==> src/rtl/change_dispenser.sv <==
// change_dispenser: greedy 10rs/5rs change payout with timed eject pulses and coin-sensed handshake.
// Define CHANGE_INVENTORY_EN to add per-hopper inventory counters and empty flags.
module change_dispenser #(
   parameter int AMT_W       = 4,
   parameter int PULSE_CYC   = 4,
   parameter int GAP_CYC     = 2,
   parameter int TIMEOUT_CYC = 64,
   parameter int INV_W       = 8
) (
   input  logic             clk,
   input  logic             rst,
   input  logic             req_valid,
   input  logic [AMT_W-1:0] req_amt,
   output logic             req_ready,
   output logic             eject10,
   output logic             eject5,
   input  logic             coin_seen,
`ifdef CHANGE_INVENTORY_EN
   input  logic             inv_load,
   input  logic [INV_W-1:0] inv10_in,
   input  logic [INV_W-1:0] inv5_in,
   output logic             empty10,
   output logic             empty5,
`endif
   output logic             busy,
   output logic             done,
   output logic             err
);
   typedef enum logic [2:0] {IDLE, SELECT, PULSE, WAIT_ACK, GAP, FINISH, FAIL} state_t;
   localparam int TW = $clog2(TIMEOUT_CYC + PULSE_CYC + GAP_CYC + 1);
   localparam logic [TW-1:0] T_LAST = TW'(TIMEOUT_CYC - 1);
   localparam logic [TW-1:0] P_LAST = TW'(PULSE_CYC - 1);
   localparam logic [TW-1:0] G_LAST = TW'(GAP_CYC - 1);
   state_t state;
   logic [AMT_W-1:0] remaining;
   logic [TW-1:0] timer;
   logic sel10, use10, use5, counted;
   assign counted = coin_seen && (state == PULSE || state == WAIT_ACK);
`ifdef CHANGE_INVENTORY_EN
   logic [INV_W-1:0] inv10, inv5;
   assign use10 = inv10 != '0;
   assign use5 = inv5 != '0;
   assign empty10 = !use10;
   assign empty5 = !use5;
   always_ff @(posedge clk or posedge rst)
      if (rst) begin
         inv10 <= '0;
         inv5 <= '0;
      end else if (inv_load) begin
         inv10 <= inv10_in;
         inv5 <= inv5_in;
      end else if (counted) begin
         if (sel10 && use10) inv10 <= inv10 - 1'b1;
         if (!sel10 && use5) inv5 <= inv5 - 1'b1;
      end
`else
   assign use10 = 1'b1;
   assign use5 = 1'b1;
`endif
   // one timer serves the pulse width and the ack timeout (both start at eject rise) and the gap
   always_ff @(posedge clk or posedge rst)
      if (rst) begin
         state <= IDLE;
         remaining <= '0;
         timer <= '0;
         sel10 <= 1'b0;
         req_ready <= 1'b1;
         busy <= 1'b0;
         eject10 <= 1'b0;
         eject5 <= 1'b0;
         done <= 1'b0;
         err <= 1'b0;
      end else begin
         done <= 1'b0;
         err <= 1'b0;
         case (state)
            IDLE:
               if (req_valid) begin
                  remaining <= req_amt;
                  req_ready <= 1'b0;
                  busy <= 1'b1;
                  state <= SELECT;
               end
            SELECT: begin
               timer <= '0;
               if (remaining == '0) begin
                  done <= 1'b1;
                  state <= FINISH;
               end else if (remaining >= AMT_W'(2) && use10) begin
                  sel10 <= 1'b1;
                  eject10 <= 1'b1;
                  state <= PULSE;
               end else if (use5) begin
                  sel10 <= 1'b0;
                  eject5 <= 1'b1;
                  state <= PULSE;
               end else begin
                  err <= 1'b1;
                  state <= FAIL;
               end
            end
            PULSE, WAIT_ACK:
               if (coin_seen) begin
                  remaining <= remaining - (sel10 ? AMT_W'(2) : AMT_W'(1));
                  eject10 <= 1'b0;
                  eject5 <= 1'b0;
                  timer <= '0;
                  state <= GAP;
               end else if (timer == T_LAST) begin
                  eject10 <= 1'b0;
                  eject5 <= 1'b0;
                  err <= 1'b1;
                  state <= FAIL;
               end else begin
                  timer <= timer + 1'b1;
                  if (state == PULSE && timer == P_LAST) begin
                     eject10 <= 1'b0;
                     eject5 <= 1'b0;
                     state <= WAIT_ACK;
                  end
               end
            GAP:
               if (timer == G_LAST) state <= SELECT;
               else timer <= timer + 1'b1;
            FINISH, FAIL: begin
               remaining <= '0;
               req_ready <= 1'b1;
               busy <= 1'b0;
               state <= IDLE;
            end
            default: state <= IDLE;
         endcase
      end
endmodule

==> config.mk <==
export PLATFORM = sky130hd
export DESIGN_NAME = change_dispenser
export DESIGN_NICKNAME = d
export VERILOG_FILES = /design/src/rtl/change_dispenser.sv
export SDC_FILE = /design/constraint.sdc
export NUM_CORES = 1
export LEC_CHECK = 0
export ABC_CLOCK_PERIOD_IN_PS = 2200
export CORE_MARGIN = 2
export CORE_UTILIZATION = 45
export DETAILED_ROUTE_END_ITERATION = 12
export PLACE_DENSITY = 0.62
export SLEW_MARGIN = 20
export SYNTH_ARGS = -nofsm -noshare
export SYNTH_HDL_FRONTEND = slang
export SYNTH_SLANG_ARGS = --single-unit
==> constraint.sdc <==
create_clock -name clk -period 2.2 [get_ports clk]
set_input_delay 0.22 -clock clk [delete_from_list [all_inputs] [get_ports clk]]
set_output_delay 0.22 -clock clk [all_outputs]
set_load 0.02 [all_outputs]
# After elaboration in Yosys (flattened, before gate mapping)
# Cells that the tools add are included.
classes:
  n_reduce_logical: 16
  eq_ne: 18
  n_mux: 34
  addsub: 2
  magnitude_cmp: 1
  n_bitwise: 1
op_table:
  columns: ["cell", "count"]
  rows:
  - ["two-way mux 7 bit", 3]
  - ["one-hot mux 7 bit (3 select lines)", 1]
  - ["two-way mux 3 bit", 6]
  - ["two-way mux 1 bit", 15]
  - ["!= test 2 bit, second input constant", 7]
  - ["one-hot mux 3 bit (4 select lines)", 1]
  - ["one-hot mux 4 bit (3 select lines)", 1]
  - ["== test 3 bit, second input constant", 3]
  - ["AND reduction 3 bit", 3]
  - ["two-way mux 4 bit", 2]
  - ["one-hot mux 1 bit (2 select lines)", 4]
  - ["AND reduction 4 bit", 2]
  - ["adder 7 x 1 -> 7 bit, second input constant", 1]
  - ["== test 7 x 1 -> 1 bit, second input constant", 1]
  - ["== test 7 x 2 -> 1 bit, second input constant", 1]
  - ["== test 7 x 6 -> 1 bit, second input constant", 1]
  - ["== test 3 x 2 -> 1 bit, second input constant", 2]
  - ["nonzero test 3 bit", 2]
  - ["greater-or-equal comparator 4 x 2 -> 1 bit, second input constant", 1]
  - ["logical NOT 4 bit", 1]
  - ["!= test 4 bit, second input constant", 1]
  - ["AND reduction 2 bit", 2]
  - ["nonzero test 2 bit", 2]
  - ["OR reduction 2 bit", 2]
  - ["7 further kinds", 7]
word_totals:
  word_cells: 82
  in_bits: 8
  out_inout_bits: 6
  ff_bits: 21

# Longest topological paths before layout
# Gate-level depths: netlist (run 1).
depth:
  word_depth: 6
  depth_mapped: 7

# Worst setup path after synthesis (run 1)
# OpenSTA, ideal clock, no wires.
synth_timing:
  kind: "reg-to-reg"
  startpoint: "register timer[0]"
  endpoint: "register timer[3]"
  required_time_ns: 2.123
  path_stages_with_launch: 8
  setup_time_ns: 0.077
  n_path_buf: 1
  t_arrival_ns: 1.619
  slack_ns: 0.504
  cell_sequence: "dfrtp_1 -> ha_1 -> and3_1 -> nand3_2 -> nand3_2 -> buf_6 -> or3_1 -> a21oi_1"
synth_via:
  elab_chain_len: 4
  elab_cells_between_ends: 10
  cone_classes: "1 x add/sub; 4 x eq/ne; 4 x mux; 1 x reduce/logical"
synth_rtl:
  columns: ["item", "line", "source"]
  rows:
  - ["from (decl)", "36", "logic [TW-1:0] timer;"]
  - ["from (signal assigned)", "115", "timer <= timer + 1'b1;"]
  - ["from (signal assigned)", "124", "else timer <= timer + 1'b1;"]
  - ["adder 7 x 1 -> 7 bit", "115, 124", null]
  - ["two-way mux 7 bit", "109", "end else if (timer == T_LAST) begin"]
  - ["two-way mux 7 bit", "103", "if (coin_seen) begin"]
  - ["one-hot mux 7 bit (3 select lines)", "76", "case (state)"]
# Parallel ways exist; a longest one is shown, timed or not. The select of a mux whose other input is x is not followed.
# A chain may end at the register's enable or synchronous reset.

# Final worst setup path (run 1)
layout_timing:
  startpoint: "register timer[0]"
  endpoint: "register timer[5]"
# The elaborated chain is that of the path after synthesis.

==> results of run 1 <==
[cell type report]
cell class | instances | area share
well taps | 30 | 0.02674
flip-flops and latches | 21 | 0.3752
clock inverters | 1 | 0.003565
multi-input cells | 101 | 0.4537
repair buffers | 15 | 0.1034
inverters | 8 | 0.02139
clock buffers | 3 | 0.01604
[logic make-up (layout without fill, tap and decap cells)]
group / Yosys count / after routing / synth area share
and+or+nand+nor: 54 / 54 / 0.2357
xor gates and xnor gates: 3 / 3 / 0.02767
buffers and inverters: 12 / 27 / 0.04713
adders and majority gates: 5 / 5 / 0.05738
AOI/OAI and AO/OA: 38 / 38 / 0.1926
DFF: 21 / 21 / 0.4314
muxes: 1 / 1 / 0.008197
[cells in the mapped netlist, drive strengths merged (2+ instances only)]
master	number
o31ai	2
ha	4
inv	8
dfrtp	20
a21oi	13
a21o	3
nand4	3
or3	3
o21ai	10
nor2	19
a211oi	3
nor3b	2
nand3	5
nand2b	3
a31oi	2
xnor2	2
nor3	3
nand2	8
buf	3
[flip-flops by register name, indices dropped and copies added (netlist names)]
register / count
timer: 7
remaining: 4
req_ready: 1
eject5: 1
err: 1
state: 3
sel10: 1
busy: 1
eject10: 1
done: 1
[per-stage QoR]
step                std cells  worst slack, ns
global route              179           0.1490
floorplan                 134           0.5039
global placement          175           0.3380
detailed placement        175           0.2927
CTS                       179           0.2600
finish                    179           0.2467
[worst reg2reg max path: stages (launching register included)]
cell	delay (ns)
dfrtp_1	0.45
ha_1	0.25
and3_1	0.25
nand3_2	0.12
nand3_2	0.18
or3_2	0.49
a21oi_1	0.15
[per-layer routing]
| layer | vias up | share of wire |
|---|---|---|
| met5 | - | 0 |
| met4 | 0 | 0.011 |
| met3 | 4 | 0.038 |
| met2 | 23 | 0.44 |
| met1 | 481 | 0.51 |
| li1 | 505 | - |
[power breakdown]
group | internal (W) | leakage [nW] | switching (W) | total (W)
Sequential | 0.000509 | 0.267 | 0.000134 | 0.000643
Clock | 0.0000679 | 0.0177 | 0.000123 | 0.000191
Combinational | 0.000369 | 0.336 | 0.000500 | 0.000869
Total | 0.000946 | 0.620 | 0.000757 | 0.00170
[worst min-delay path by stage]
stage               cells after the start  slack (ns)                        to                   from
CTS                                     2        0.13         sel10$_DFFE_PP0N_                    rst
global route                            2        0.15         sel10$_DFFE_PP0N_                    rst
floorplan                               1        0.20          busy$_DFFE_PP0P_                    rst
finish                                  2        0.14  remaining[2]$_DFFE_PP0P_                    rst
global placement                        2        0.47     req_ready$_DFFE_PP1P_  req_ready$_DFFE_PP1P_
detailed placement                      2        0.47     req_ready$_DFFE_PP1P_  req_ready$_DFFE_PP1P_
[cell usage in the layout, fill, tap and decap left out, types with 2 or more instances in the layout]
| cell type | Yosys | layout |
|---|---|---|
| buf_4 | 1 | 2 |
| nor3b_1 | 2 | 2 |
| or3_1 | 2 | 2 |
| a21oi_1 | 13 | 13 |
| nand2b_1 | 3 | 3 |
| nand4_1 | 3 | 3 |
| nand3_1 | 3 | 3 |
| a21o_1 | 2 | 2 |
| o21ai_0 | 10 | 10 |
| a211oi_1 | 3 | 3 |
| a31oi_1 | 2 | 2 |
| nand3_2 | 2 | 2 |
| inv_1 | 8 | 8 |
| dfrtp_1 | 20 | 20 |
| clkbuf_4 | 0 | 3 |
| clkdlybuf4s50_1 | 0 | 13 |
| ha_1 | 4 | 4 |
| nor3_1 | 3 | 3 |
| nor2_1 | 18 | 18 |
| nand2_1 | 8 | 8 |
==> impl_metrics.py, run 1 <==
metrics = {
    "clock_network": {
        "cts.sinks": 21,
        "cts_hold_buf": 0,
        "cts-htree-levels": 1,
        "cts_resized": 0,
        "cts_tree": "yes",
        "numCtsBuffers": 3,
        "path_clk_slew_ns": 0.12,
        "ctsRootBufferMaster": "clkbuf_4",
        "clkLatencyLatePin_ns": 0.31,
        "cts_setup_buffers": 0,
        "clk_path_buf_depth": 2,
    },
    "worst_setup_path": {
        "critPathSlowestCell": "or3_2",
        "crit_path_frequent_cell": "nand3_2",
        "path_buf_inv": 0,
        "cp-end-kind": "flop",
        "required_ns": 2.45,
        "r2r-end": "timer[5]$_DFFE_PP0P_",
        "setup.worst_path.end": "timer[5]$_DFFE_PP0P_",
        "critPathLaunch": "timer[0]$_DFFE_PP0P_",
        "cp_cell_sequence": "ha_1, and3_1, nand3_2, nand3_2, or3_2, a21oi_1",
        "critical_path.top_delay_family": "simple AND/OR/NAND/NOR gates",
        "max_stage_delay_ns": 0.49,
        "crit_type": "flop to flop",
        "cp_max_fo": 12,
        "cp-start-kind": "flop",
        "cp_data_arrival_time_ns": 2.20,
        "reg2reg_depth": 6,
        "reg2reg_setup_slack_ns": 0.25,
        "r2r_start": "timer[0]$_DFFE_PP0P_",
        "cp_num_cells": 6,
    },
    "global_routing": {
        "antenna_found_initial": 0,
        "grt_overflow": 0,
        "grt_use_met3": 0.02326,
        "grt_max_degree": 15,
        "grt_use_met1": 0.2331,
        "track_usage": 0.1565,
        "grt.busiest_layer": "met1",
        "grt_pass1_vias": 911,
        "met2_usage": 0.2269,
        "grt_pass1_wl_mm": 3.939,
    },
    "floorplanning": {
        "dieArea_mm2": 0.003147,
        "row_count": 18,
        "core-area_mm2": 0.002522,
        "die_y_um": 56.10,
        "io_pins": 14,
        "die_x_um": 56.10,
        "initial_core_util": 0.4841,
    },
    "final_layout": {
        "num-nets-final": 163,
        "areaGrowthSynthToFinish_pct": 14.96,
        "fin_area_mm2": 0.001404,
        "seq_area_um2": 526.8,
        "drive_gt1_frac": 0.1208,
        "fillers": 241,
        "multi_input_area_um2": 636.9,
        "utilization": 0.5565,
        "antenna_cells": 0,
    },
    "drt": {
        "wl_per_cell_um": 13.77,
        "drt_iter0_drc": 31,
        "antenna_left": 0,
        "routed_via_density": 5.659,
        "firstDrtPassIters": 4,
        "drt-total-wl_mm": 2.465,
        "drc_errors": 0,
        "dr_total_vias": 1013,
    },
    "hold_path": {
        "min_path_type": "input pin to asynchronous set/reset pin",
    },
    "yosys": {
        "synth_nets": 147,
        "ys_seq_elements": 21,
        "synth_edf_count": 0,
        "yosys.area.top_type": "dfrtp_1",
        "synth_cells": 134,
        "synthFlopType": "dfrtp_1",
        "netlist-cell-type-count": 45,
        "yosysWarnings": 0,
        "synth_area_mm2": 0.001221,
        "synthTopCellsByArea": "dfrtp_1 (41%), nor2_1 (5.5%), a21oi_1 (5.3%)",
        "synthArstFlopShare": 1.000,
        "yosysTopAreaCellShare": 0.4098,
        "avgSynthCellArea_um2": 9.113,
        "yosysSeqAreaShare": 0.4314,
    },
    "sta": {
        "timing.final.crit_share": 0.8879,
        "hold_ws_ns": 0.1386,
        "rsz0062_at_grt": "false",
        "fmax_mhz": 512.0,
        "slew_headroom": 0.6331,
        "slew_viol_final": 0,
        "fin_crit_ns": 1.953,
        "tightest_slew_ns": 0.5470,
        "tns_ns": 0,
        "skew_ns": 0.003365,
        "setup_violations": 0,
        "finalHoldViolations": 0,
    },
    "status": {
        "outcome": "finished clean",
    },
    "power_and_ir_drop": {
        "peakVddDrop_mv": 0.6645,
        "power_w": 0.001703,
        "pwr_density_cell_mw_per_mm2": 1213,
        "p_leak_nw": 0.6202,
    },
    "place": {
        "routabilityCongestion": 0.7919,
        "port_buffers": 13,
        "dpl.hpwl_mm": 1.828,
        "placed_area_mm2": 0.001376,
    },
    "run": {
        "drv_cap": 0,
    },
}
Note: power is estimated with default switching activity, not from simulation.
==> run 2, diff against run 1 <==
--- a/config.mk
+++ b/config.mk
@@ -10,6 +10,7 @@
 export CORE_UTILIZATION = 45
 export DETAILED_ROUTE_END_ITERATION = 12
 export PLACE_DENSITY = 0.62
+export REMOVE_ABC_BUFFERS = 1
 export SLEW_MARGIN = 20
 export SYNTH_ARGS = -nofsm -noshare
 export SYNTH_HDL_FRONTEND = slang
==> impl_metrics.py, run 2 (synthesis results as in run 1) <==
metrics = {
    "floorplanning": {
        "io_pins": 14,
        "initial_core_util": 0.4841,
        "die_x_um": 56.10,
        "die_y_um": 56.10,
        "row_count": 18,
        "dieArea_mm2": 0.003147,
        "core-area_mm2": 0.002522,
    },
    "worst_setup_path": {
        "cp_data_arrival_time_ns": 2.19,
        "cp_max_fo": 12,
        "cp-start-kind": "flop",
        "required_ns": 2.43,
        "r2r_start": "timer[0]$_DFFE_PP0P_",
        "reg2reg_depth": 6,
        "crit_type": "flop to flop",
        "reg2reg_setup_slack_ns": 0.25,
        "r2r-end": "timer[5]$_DFFE_PP0P_",
        "cp-end-kind": "flop",
    },
    "drt": {
        "routed_via_density": 5.620,
        "drt-total-wl_mm": 2.397,
        "wl_per_cell_um": 13.39,
        "antenna_left": 0,
        "firstDrtPassIters": 4,
        "drt_iter0_drc": 28,
        "dr_total_vias": 1006,
        "drc_errors": 0,
    },
    "clock_network": {
        "cts.sinks": 21,
        "numCtsBuffers": 3,
        "path_clk_slew_ns": 0.13,
        "cts_setup_buffers": 0,
        "cts_resized": 0,
        "cts_tree": "yes",
        "ctsRootBufferMaster": "clkbuf_4",
        "clkLatencyLatePin_ns": 0.31,
        "clk_path_buf_depth": 2,
        "cts-htree-levels": 1,
        "cts_hold_buf": 0,
    },
    "sta": {
        "hold_ws_ns": 0.2337,
        "finalHoldViolations": 0,
        "timing.final.crit_share": 0.8871,
        "worst_slack_ns": 0.2484,
        "fmax_mhz": 512.4,
        "skew_ns": 0.01414,
        "setup_violations": 0,
        "rsz0062_at_grt": "false",
        "fin_crit_ns": 1.952,
        "slew_viol_final": 0,
        "tightest_slew_ns": 0.5457,
        "tns_ns": 0,
        "slew_headroom": 0.6340,
    },
    "hold_path": {
        "min_path_type": "input pin to asynchronous set/reset pin",
    },
    "final_layout": {
        "top_regs": "timer (7), remaining (4), state (3)",
        "areaGrowthSynthToFinish_pct": 14.96,
        "final_cell_mix": "dfrtp_1 (20), nor2_1 (18), a21oi_1 (13), clkdlybuf4s50_1 (13), o21ai_0 (10)",
        "largest_reg_flops": 7,
        "num-nets-final": 163,
        "drive_gt1_frac": 0.1208,
        "antenna_cells": 0,
        "mostFrequentLayoutCell": "dfrtp_1",
        "fin_area_mm2": 0.001404,
        "top_register": "timer",
    },
    "place": {
        "placed_area_mm2": 0.001376,
        "port_buffers": 13,
        "dpl.hpwl_mm": 1.790,
        "pre_cts_slack_ns": 0.2735,
        "routabilityCongestion": 0.8024,
    },
    "global_routing": {
        "antenna_found_initial": 0,
        "grt_pass1_vias": 973,
        "grt_overflow": 0,
        "grt_max_degree": 22,
        "grt_pass1_wl_mm": 4.340,
        "track_usage": 0.1734,
    },
    "status": {
        "outcome": "finished clean",
    },
    "power_and_ir_drop": {
        "pwr_density_cell_mw_per_mm2": 1212,
        "peakVddDrop_mv": 0.7906,
        "p_leak_nw": 0.6202,
        "power_w": 0.001702,
    },
    "run": {
        "drv_cap": 0,
    },
}
[run 2: cell counts in the layout (fill, tap and decap cells not counted)]
Identical to the previous run, type by type.
[run 2: stage by stage]
stage	instances	utilization
final	179	0.5565
after floorplan	130	-
after detailed placement	175	0.5456
after CTS	179	0.5565
after global placement	175	0.5456
after global routing	179	0.5565
[run 2: worst max path at each step]
stage | startpoint | to | depth (start not counted)
after global placement | coin_seen | timer[5]$_DFFE_PP0P_ | 6
after floorplan | timer[0]$_DFFE_PP0P_ | timer[5]$_DFFE_PP0P_ | 6
after global routing | timer[0]$_DFFE_PP0P_ | timer[5]$_DFFE_PP0P_ | 6
final | timer[0]$_DFFE_PP0P_ | timer[5]$_DFFE_PP0P_ | 6
after detailed placement | timer[0]$_DFFE_PP0P_ | timer[5]$_DFFE_PP0P_ | 6
after CTS | timer[0]$_DFFE_PP0P_ | timer[5]$_DFFE_PP0P_ | 6
[run 2: layout make-up]
cell class / instances / area (µm²)
Timing Repair Buffer: 15 / 145.1
Clock inverter: 1 / 5.005
Clock buffer: 3 / 22.52
Inverter: 8 / 30.03
Tap cell: 30 / 37.54
Multi-Input combinational cell: 101 / 636.9
Fill cell: 231 / 1119
Sequential cell: 21 / 526.8
[run 2: per-layer routing]
layer  GRT usage  wire length (µm)  vias up
met2      0.2504              1004       29
met1      0.2544              1258      464
met5           0                 0        -
met3     0.03721               106        4
li1            -                 -      509
met4     0.06122                28        0
[run 2: worst max-delay path, cell delays in order, from the launching register on]
cell	delay, ns
dfrtp_1	0.45
ha_1	0.24
and3_1	0.25
nand3_2	0.12
nand3_2	0.18
or3_2	0.50
a21oi_1	0.15
[run 2: where the power goes]
group	switching [W]	internal, W
logic	0.000492	0.000370
clock network	0.000127	0.0000679
registers	0.000136	0.000509
